`config.mk`:
```
export PLATFORM = sky130hd
export DESIGN_NAME = l2_burst_ctrl
export DESIGN_NICKNAME = d
export VERILOG_FILES = /design/src/rtl/l2_burst_ctrl.sv
export SDC_FILE = /design/constraint.sdc
export NUM_CORES = 1
export LEC_CHECK = 0
export BUFFER_PORTS_ARGS = -buffer_cell sky130_fd_sc_hd__buf_2
export CORE_AREA = 8 8 102 104
export CTS_CLUSTER_DIAMETER = 150
export DETAILED_ROUTE_END_ITERATION = 8
export DIE_AREA = 0 0 110 112
export PLACE_DENSITY = 0.8
export SYNTH_ARGS = -nofsm -noshare
export SYNTH_HDL_FRONTEND = slang
export SYNTH_SLANG_ARGS = --single-unit
```
`constraint.sdc`:
```
create_clock -name clk -period 2.4 [get_ports clk]
set_clock_uncertainty 0.05 [all_clocks]
set_input_delay 0.48 -clock clk [delete_from_list [all_inputs] [get_ports clk]]
set_output_delay 0.48 -clock clk [all_outputs]
set_load 0.01 [all_outputs]
```
`src/rtl/l2_burst_ctrl.sv`:
```
// L2 burst controller: splits a read/write burst into single-word handshaked memory accesses; L2_BURST_WRAP_EN selects line-wrapped addressing.
// Latency: first beat two cycles after the request with a zero-wait memory; each beat costs two cycles plus memory wait cycles.
// Backpressure: memory stalls by withholding mem_ack; upstream is paced by l2_busy and requests arriving mid-burst are dropped and flagged.
module l2_burst_ctrl (
   input  logic        clk,
   input  logic        reset,
   input  logic        l2_rreq,
   input  logic        l2_wreq,
   input  logic [31:0] l2_addr,
   input  logic [4:0]  l2_burst_size,
   input  logic [31:0] l2_wdata,
   output logic        l2_busy,
   output logic [31:0] l2_rdata,
   output logic        l2_overrun,
   output logic        mem_en,
   output logic        mem_we,
   output logic [31:0] mem_addr,
   output logic [31:0] mem_wdata,
   input  logic [31:0] mem_rdata,
   input  logic        mem_ack
);

   typedef enum logic [2:0] {
      IDLE   = 3'd0,
      R_REQ  = 3'd1,
      R_BEAT = 3'd2,
      W_REQ  = 3'd3,
      W_BEAT = 3'd4
   } state_t;

   state_t      state, state_nxt;
   logic [31:0] addr_q;
   logic [31:0] addr_inc;
   logic [5:0]  cnt_q;
   logic        req_any;
   logic        unused_addr_bits;

   assign req_any          = l2_rreq | l2_wreq;
   assign mem_addr         = addr_q;
   assign mem_wdata        = l2_wdata;
   assign unused_addr_bits = ^{l2_addr[1:0], addr_q[1:0]};

`ifdef L2_BURST_WRAP_EN
   // Critical-word-first refill: stay inside the aligned 32-byte line.
   assign addr_inc = {addr_q[31:5], 3'(addr_q[4:2] + 3'd1), 2'b00};
`else
   assign addr_inc = addr_q + 32'd4;
`endif

   always_comb begin
      state_nxt = state;
      l2_busy   = 1'b1;
      mem_en    = 1'b0;
      mem_we    = 1'b0;
      case (state)
         IDLE: begin
            if (l2_rreq)      state_nxt = R_REQ;
            else if (l2_wreq) state_nxt = W_REQ;
         end
         R_REQ: begin
            mem_en = 1'b1;
            if (mem_ack) state_nxt = R_BEAT;
         end
         R_BEAT: begin
            l2_busy   = 1'b0;
            state_nxt = (cnt_q == 6'd1) ? IDLE : R_REQ;
         end
         W_REQ: begin
            mem_en = 1'b1;
            mem_we = 1'b1;
            if (mem_ack) state_nxt = W_BEAT;
         end
         W_BEAT: begin
            l2_busy   = 1'b0;
            state_nxt = (cnt_q == 6'd1) ? IDLE : W_REQ;
         end
         default: state_nxt = IDLE;
      endcase
   end

   always_ff @(posedge clk) begin
      if (reset) begin
         state      <= IDLE;
         addr_q     <= 32'd0;
         cnt_q      <= 6'd0;
         l2_rdata   <= 32'd0;
         l2_overrun <= 1'b0;
      end else begin
         state <= state_nxt;
         case (state)
            IDLE: begin
               if (req_any) begin
                  addr_q <= {l2_addr[31:2], 2'b00};
                  cnt_q  <= (l2_burst_size == 5'd0) ? 6'd32 : {1'b0, l2_burst_size};
               end
            end
            R_REQ: begin
               if (mem_ack) l2_rdata <= mem_rdata;
            end
            R_BEAT, W_BEAT: begin
               addr_q <= addr_inc;
               cnt_q  <= cnt_q - 6'd1;
            end
            default: ;
         endcase
         // Simultaneous read+write in IDLE loses the write, so it counts as an overrun too.
         if (((state != IDLE) && req_any) || ((state == IDLE) && l2_rreq && l2_wreq))
            l2_overrun <= 1'b1;
      end
   end

endmodule

```
# Word-level counts from Yosys, hierarchy flattened
# Cells that the tools add are included.
op_classes:
  addsub: 2
  eq_ne: 9
  muxes: 15
  bitwise_logic: 1
  reduce_logical: 13
ops:
  columns: ["cell", "n"]
  rows:
  - ["32-bit one-hot mux with 2 select lines", 1]
  - ["32-bit by 3-bit adder with 32-bit output, second input constant", 1]
  - ["32-bit 2-to-1 mux", 1]
  - ["3-bit one-hot mux with 5 select lines", 1]
  - ["3-bit 2-to-1 mux", 4]
  - ["6-bit 2-to-1 mux", 2]
  - ["6-bit one-hot mux with 2 select lines", 1]
  - ["3-bit by 2-bit equality test with 1-bit output, second input constant", 2]
  - ["6-bit by 1-bit equality test with 1-bit output, second input constant", 1]
  - ["2-bit != test, second input constant", 3]
  - ["6-bit by 1-bit subtractor with 6-bit output, second input constant", 1]
  - ["5-bit zero test", 1]
  - ["1-bit 2-to-1 mux", 4]
  - ["2-bit AND reduction", 2]
  - ["2-bit OR reduction", 2]
  - ["3-bit by 1-bit equality test with 1-bit output, second input constant", 1]
  - ["3-bit equality test, second input constant", 1]
  - ["1-bit logical AND", 3]
  - ["3-bit zero test", 1]
  - ["3-bit != test, second input constant", 1]
  - ["3-bit AND reduction", 1]
  - ["3-bit nonzero test", 1]
  - ["2-bit 2-to-1 mux", 1]
  - ["2-bit nonzero test", 1]
  - ["other kinds (2)", 2]
totals:
  regBits: 74
  in_bits: 106
  elab_cells: 45

# Logic depth before layout (Yosys ltp)
depth:
  word_depth: 4
  mapped_depth: 8

# Worst setup path after synthesis
# Ideal clock, no wire load.
synth_path:
  path_kind: "register to register"
  from: "register addr_q[2] (netlist: mem_addr[2])"
  to: "register addr_q[22] (netlist: mem_addr[22])"
  setup_time_ns: 0.079
  arrival_ns: 1.648
  setup_slack_ns: 0.623
  path_stages_with_launch: 7
  path_buffers: 0
  synth_period_minus_slack_ns: 1.777
  cell_sequence: "dfxtp_1 -> ha_1 -> nand3_1 -> nor4_4 -> nand4_1 -> xor2_1 -> a211oi_2"
synth_via:
  elab_chain_len: 2
synth_rtl:
  columns: ["element", "line_no", "rtl"]
  rows:
  - ["from (decl)", "32", "logic [31:0] addr_q;"]
  - ["from (signal assigned)", "93", "addr_q <= {l2_addr[31:2], 2'b00};"]
  - ["from (signal assigned)", "101", "addr_q <= addr_inc;"]
  - ["32-bit by 3-bit adder with 32-bit output", "47", "assign addr_inc = addr_q + 32'd4;"]
  - ["32-bit one-hot mux with 2 select lines", "90", "case (state)"]
# Every way passes these cells.
# A chain may end at the register's enable or synchronous reset.

# Worst setup path after layout
layout_path:
  from: "register state[1]"
  to: "output l2_busy"
layout_via:
  elab_chain_len: 3
  word_cells_on_any_way: 4
  classes_between: "2 x eq/ne; 1 x mux; 1 x reduce/logical"
layout_rtl:
  columns: ["element", "line_no", "rtl"]
  rows:
  - ["from (decl)", "31", "state_t state, state_nxt;"]
  - ["from (signal assigned)", "89", "state <= state_nxt;"]
  - ["3-bit by 2-bit equality test with 1-bit output or 3-bit equality test (tied branches)", "55", "case (state)"]
  - ["2-bit OR reduction (no line) *", null, null]
  - ["1-bit 2-to-1 mux *", "55", null]
  - ["to (decl)", "12", "output logic l2_busy,"]
# Mark *: on every way between the ends. The rest lies on a longest branch, timed or not.

==> summary.md <==
| Metric | Value |
|---|---|
| Initial Utilization | between 40 and 50% |
| IO Count | approximately 200 |
| PwrDens | roughly 720 nW/um^2 |
| Crit path cell chain | xnor2_2 > nor2_8 > inv_2 > buf_2 |
| EDFF count, synth | 0 |
| Worst Setup End Kind | output pin |
| Hold Buf Count CTS | 0 |
| CTS buffer count | 9 |
| Skew-Pair Late Insertion Delay | 0.33 ns |
| Clock Tree Root | clkbuf_8 |
| Internal power component | 2248 uW |
| Core Region | between 8000 and 9000 sq um |
| Net count, final | ~700 |
| Buffers on Ports | 137 |
| Post-CTS Setup Inserts | 0 |
| CP max stage cell | dfxtp_1 |
| Synth top cells by count | 89 x nand2_1, 72 x dfxtp_1, 59 x a21oi_1 |
| Clk sinks | roughly 70 |
| Cell with the most instances after synthesis | nand2_1 |
| Pwr Total | 3324 uW |
| Status | complete, no violations |
| CTS tree | done |
| Slew Viols, Final | 0 |
| Overall Global Routing Usage | 17.94% |
| Synth Flop Type | dfxtp_1 |
| Power share of the sequential group | a little over two fifths |
| Post-CTS sizing | 0 |
| WL/cell | about 16 um |
| H-tree depth | 3 |
| Gp weighted congestion | between 0.8 and 0.9 |
| Fin Setup TNS | 0 ns |
| Synth Area per Inst | around 8.0 sq um |
| Vias per cell | 5.536 |
| Syn-to-layout area delta | 18.40% |
| Max_slew headroom | 63.19% |
| Vias in the first global route | 3869 |
| Initial DRT Pass Iterations | 4 |
| RSZ-0062 raised after global routing | false |
| Crit path time final | about 2.2 ns |
| Sw Ratio | about 32% |
| Antenna diodes | 0 |
| HPWL Detailed | approximately 8.5 mm |
| Detailed Route WL | between 10 and 15 mm |
| Switch Pwr | ~1100 uW |
| Final std cells w/o fill | around 700 |
| Required time worst endpoint | 1.87 ns |
| Arrival @ worst endpoint | between 1.5 and 2 ns |
| Layout cells sized above 1 | a little under a third |
| Post-Syn Instances | 492 |
| Sequential-to-total area share from yosys stat | 36.75% |
| Mapped Area | a little under 4000 sq um |
| Total grt overflow | 0 |
| Crit path launch type | flip-flop |
| Area share of the largest cell type after synthesis | a little under two fifths |
| Clock power share | 32.0% |
| First-pass GRT wire length | around 18 mm |
| Layout Utilization | about 52% |
| Chip Height | approximately 110 um |
| CTS max path bufs | 2 |
| MaxCap Viol Count | 0 |
| Clock Pin Slew Worst Setup and Hold Paths | 0.08 ns |
| Comb pwr share | between 20% and 30% |
| Largest cells by area after synthesis | dfxtp_1 37%, nand2_1 8.5%, a21oi_1 7.5% |
| Die Area | 12320 sq um |
| Die width | approximately 110 um |
| 1st-iter DRT viols | 232 |
| Number of routed nets with antenna violations | 0 |
| DR vias | 3892 |
| Largest net degree at the start of global routing | 49 |
| Largest stage delay on the critical path | 0.52 ns |
| FMAX | ~450 MHz |
| Core Rows | 35 |
| Synth Warn # | 0 |
| Placed insts | 687 |
| DRC | 0 |
| Netlist cell types | 62 |
| Antenna violations before repair | 0 |
| Flops & latches, synth | approximately 70 |
| Tightest Pin Transition | about 0.55 ns |
| Max IR drop VDD | roughly 0.00037 V |
| Largest area contributor in the netlist | dfxtp_1 |
| CP Class | reg -> out |
| Tcrit/Tclk final | 91.94% |
| Final setup violation count | 0 |
| Leakage power | about 0.002 uW |
| Hold Crit Class | in -> reg |
| Final hold vios | 0 |
| Async set-reset flop share out of synthesis | 0% |
| Worst-path maximum fanout | 17 |
[state kept, by name, indices dropped and copies added, names as in the netlist]
name,cells
l2_overrun,1
mem_addr,30
state,3
l2_rdata,32
cnt_q,6
[routing by layer]
metal / vias to the layer above / global-route usage, % / share of wire, %
li1: 1906 / - / -
met1: 1796 / 20.72 / 41
met2: 173 / 28.63 / 47
met3: 17 / 7.106 / 11
met4: 0 / 7.117 / 1.3
met5: - / 0 / 0
[kinds of logic (layout without fill, tap and decap cells)]
kind of cell / count (synthesis) / in the layout / share of synthesized area [%]
AND/OR/NAND/NOR: 182 / 182 / 23.92
AO/OA/AOI/OAI: 140 / 140 / 22.97
buffers and inverters: 83 / 182 / 12.63
flip-flops: 72 / 72 / 36.75
XOR/XNOR: 10 / 10 / 2.424
adder cells (fa/ha/maj): 3 / 3 / 0.9570
other: 1 / 2 / 0.09560
multiplexers: 1 / 1 / 0.2552
[area by class of cell]
class                           count  area (sq um)
Sequential cell                    72          1443
Fill cell                         874          4245
Timing Repair Buffer              151         790.8
Multi-Input combinational cell    338          1996
Inverter                           15         56.30
Tap cell                          111         138.9
Clock buffer                       10         127.6
Clock inverter                      6         92.59
[cells in the final DEF (no fill, tap or decap), types with 7 or more instances in the layout]
cell type / count
o22ai_1: 10
nand3_1: 10
a21oi_1: 59
and3_1: 9
buf_2: 137
nand4_1: 12
clkbuf_8: 9
a22oi_1: 13
nand2_1: 89
o21ai_0: 9
dfxtp_1: 71
o32ai_1: 9
inv_1: 14
nor3_1: 14
xor2_1: 7
buf_4: 14
nor2_1: 19
[worst max-delay path: cells and delay by family, from the launching register on]
| family | cells | cell delay, ns |
|---|---|---|
| xor+xnor | 1 | 0.22 |
| simple gates | 1 | 0.11 |
| flops | 1 | 0.52 |
| buf+inv | 2 | 0.50 |
[power groups by stage]
stage	registers, uW	logic, uW	clock network [uW]
after floorplan	1490	552	0
after global placement	1470	789	0
after detailed placement	1480	809	0
after CTS	1450	813	1090
after global routing	1470	895	1150
final	1450	807	1060
[final timing paths]
check	start	endpoint	slack [ns]	depth (start not counted)
min	mem_rdata[26]	l2_rdata[26]	0.32	3
max reg2reg	mem_addr[2]	mem_addr[22]	0.31	6
max	state[1]	l2_busy	0.19	4
min reg2reg	l2_rdata[6]	l2_rdata[6]	0.40	2
[per-stage QoR]
stage          hold slack [ns]  setup WS, ns  area (sq um)
2_1_floorplan           0.3950        0.6227          3926
3_5_place_dp            0.3957        0.3082          4423
4_1_cts                 0.3021       0.05685          4643
3_3_place_gp            0.3897        0.3907          4423
6_report                0.3234        0.1934          4644
5_1_grt                 0.3050       0.07651          4644
Power figures use the tool's default switching activity.
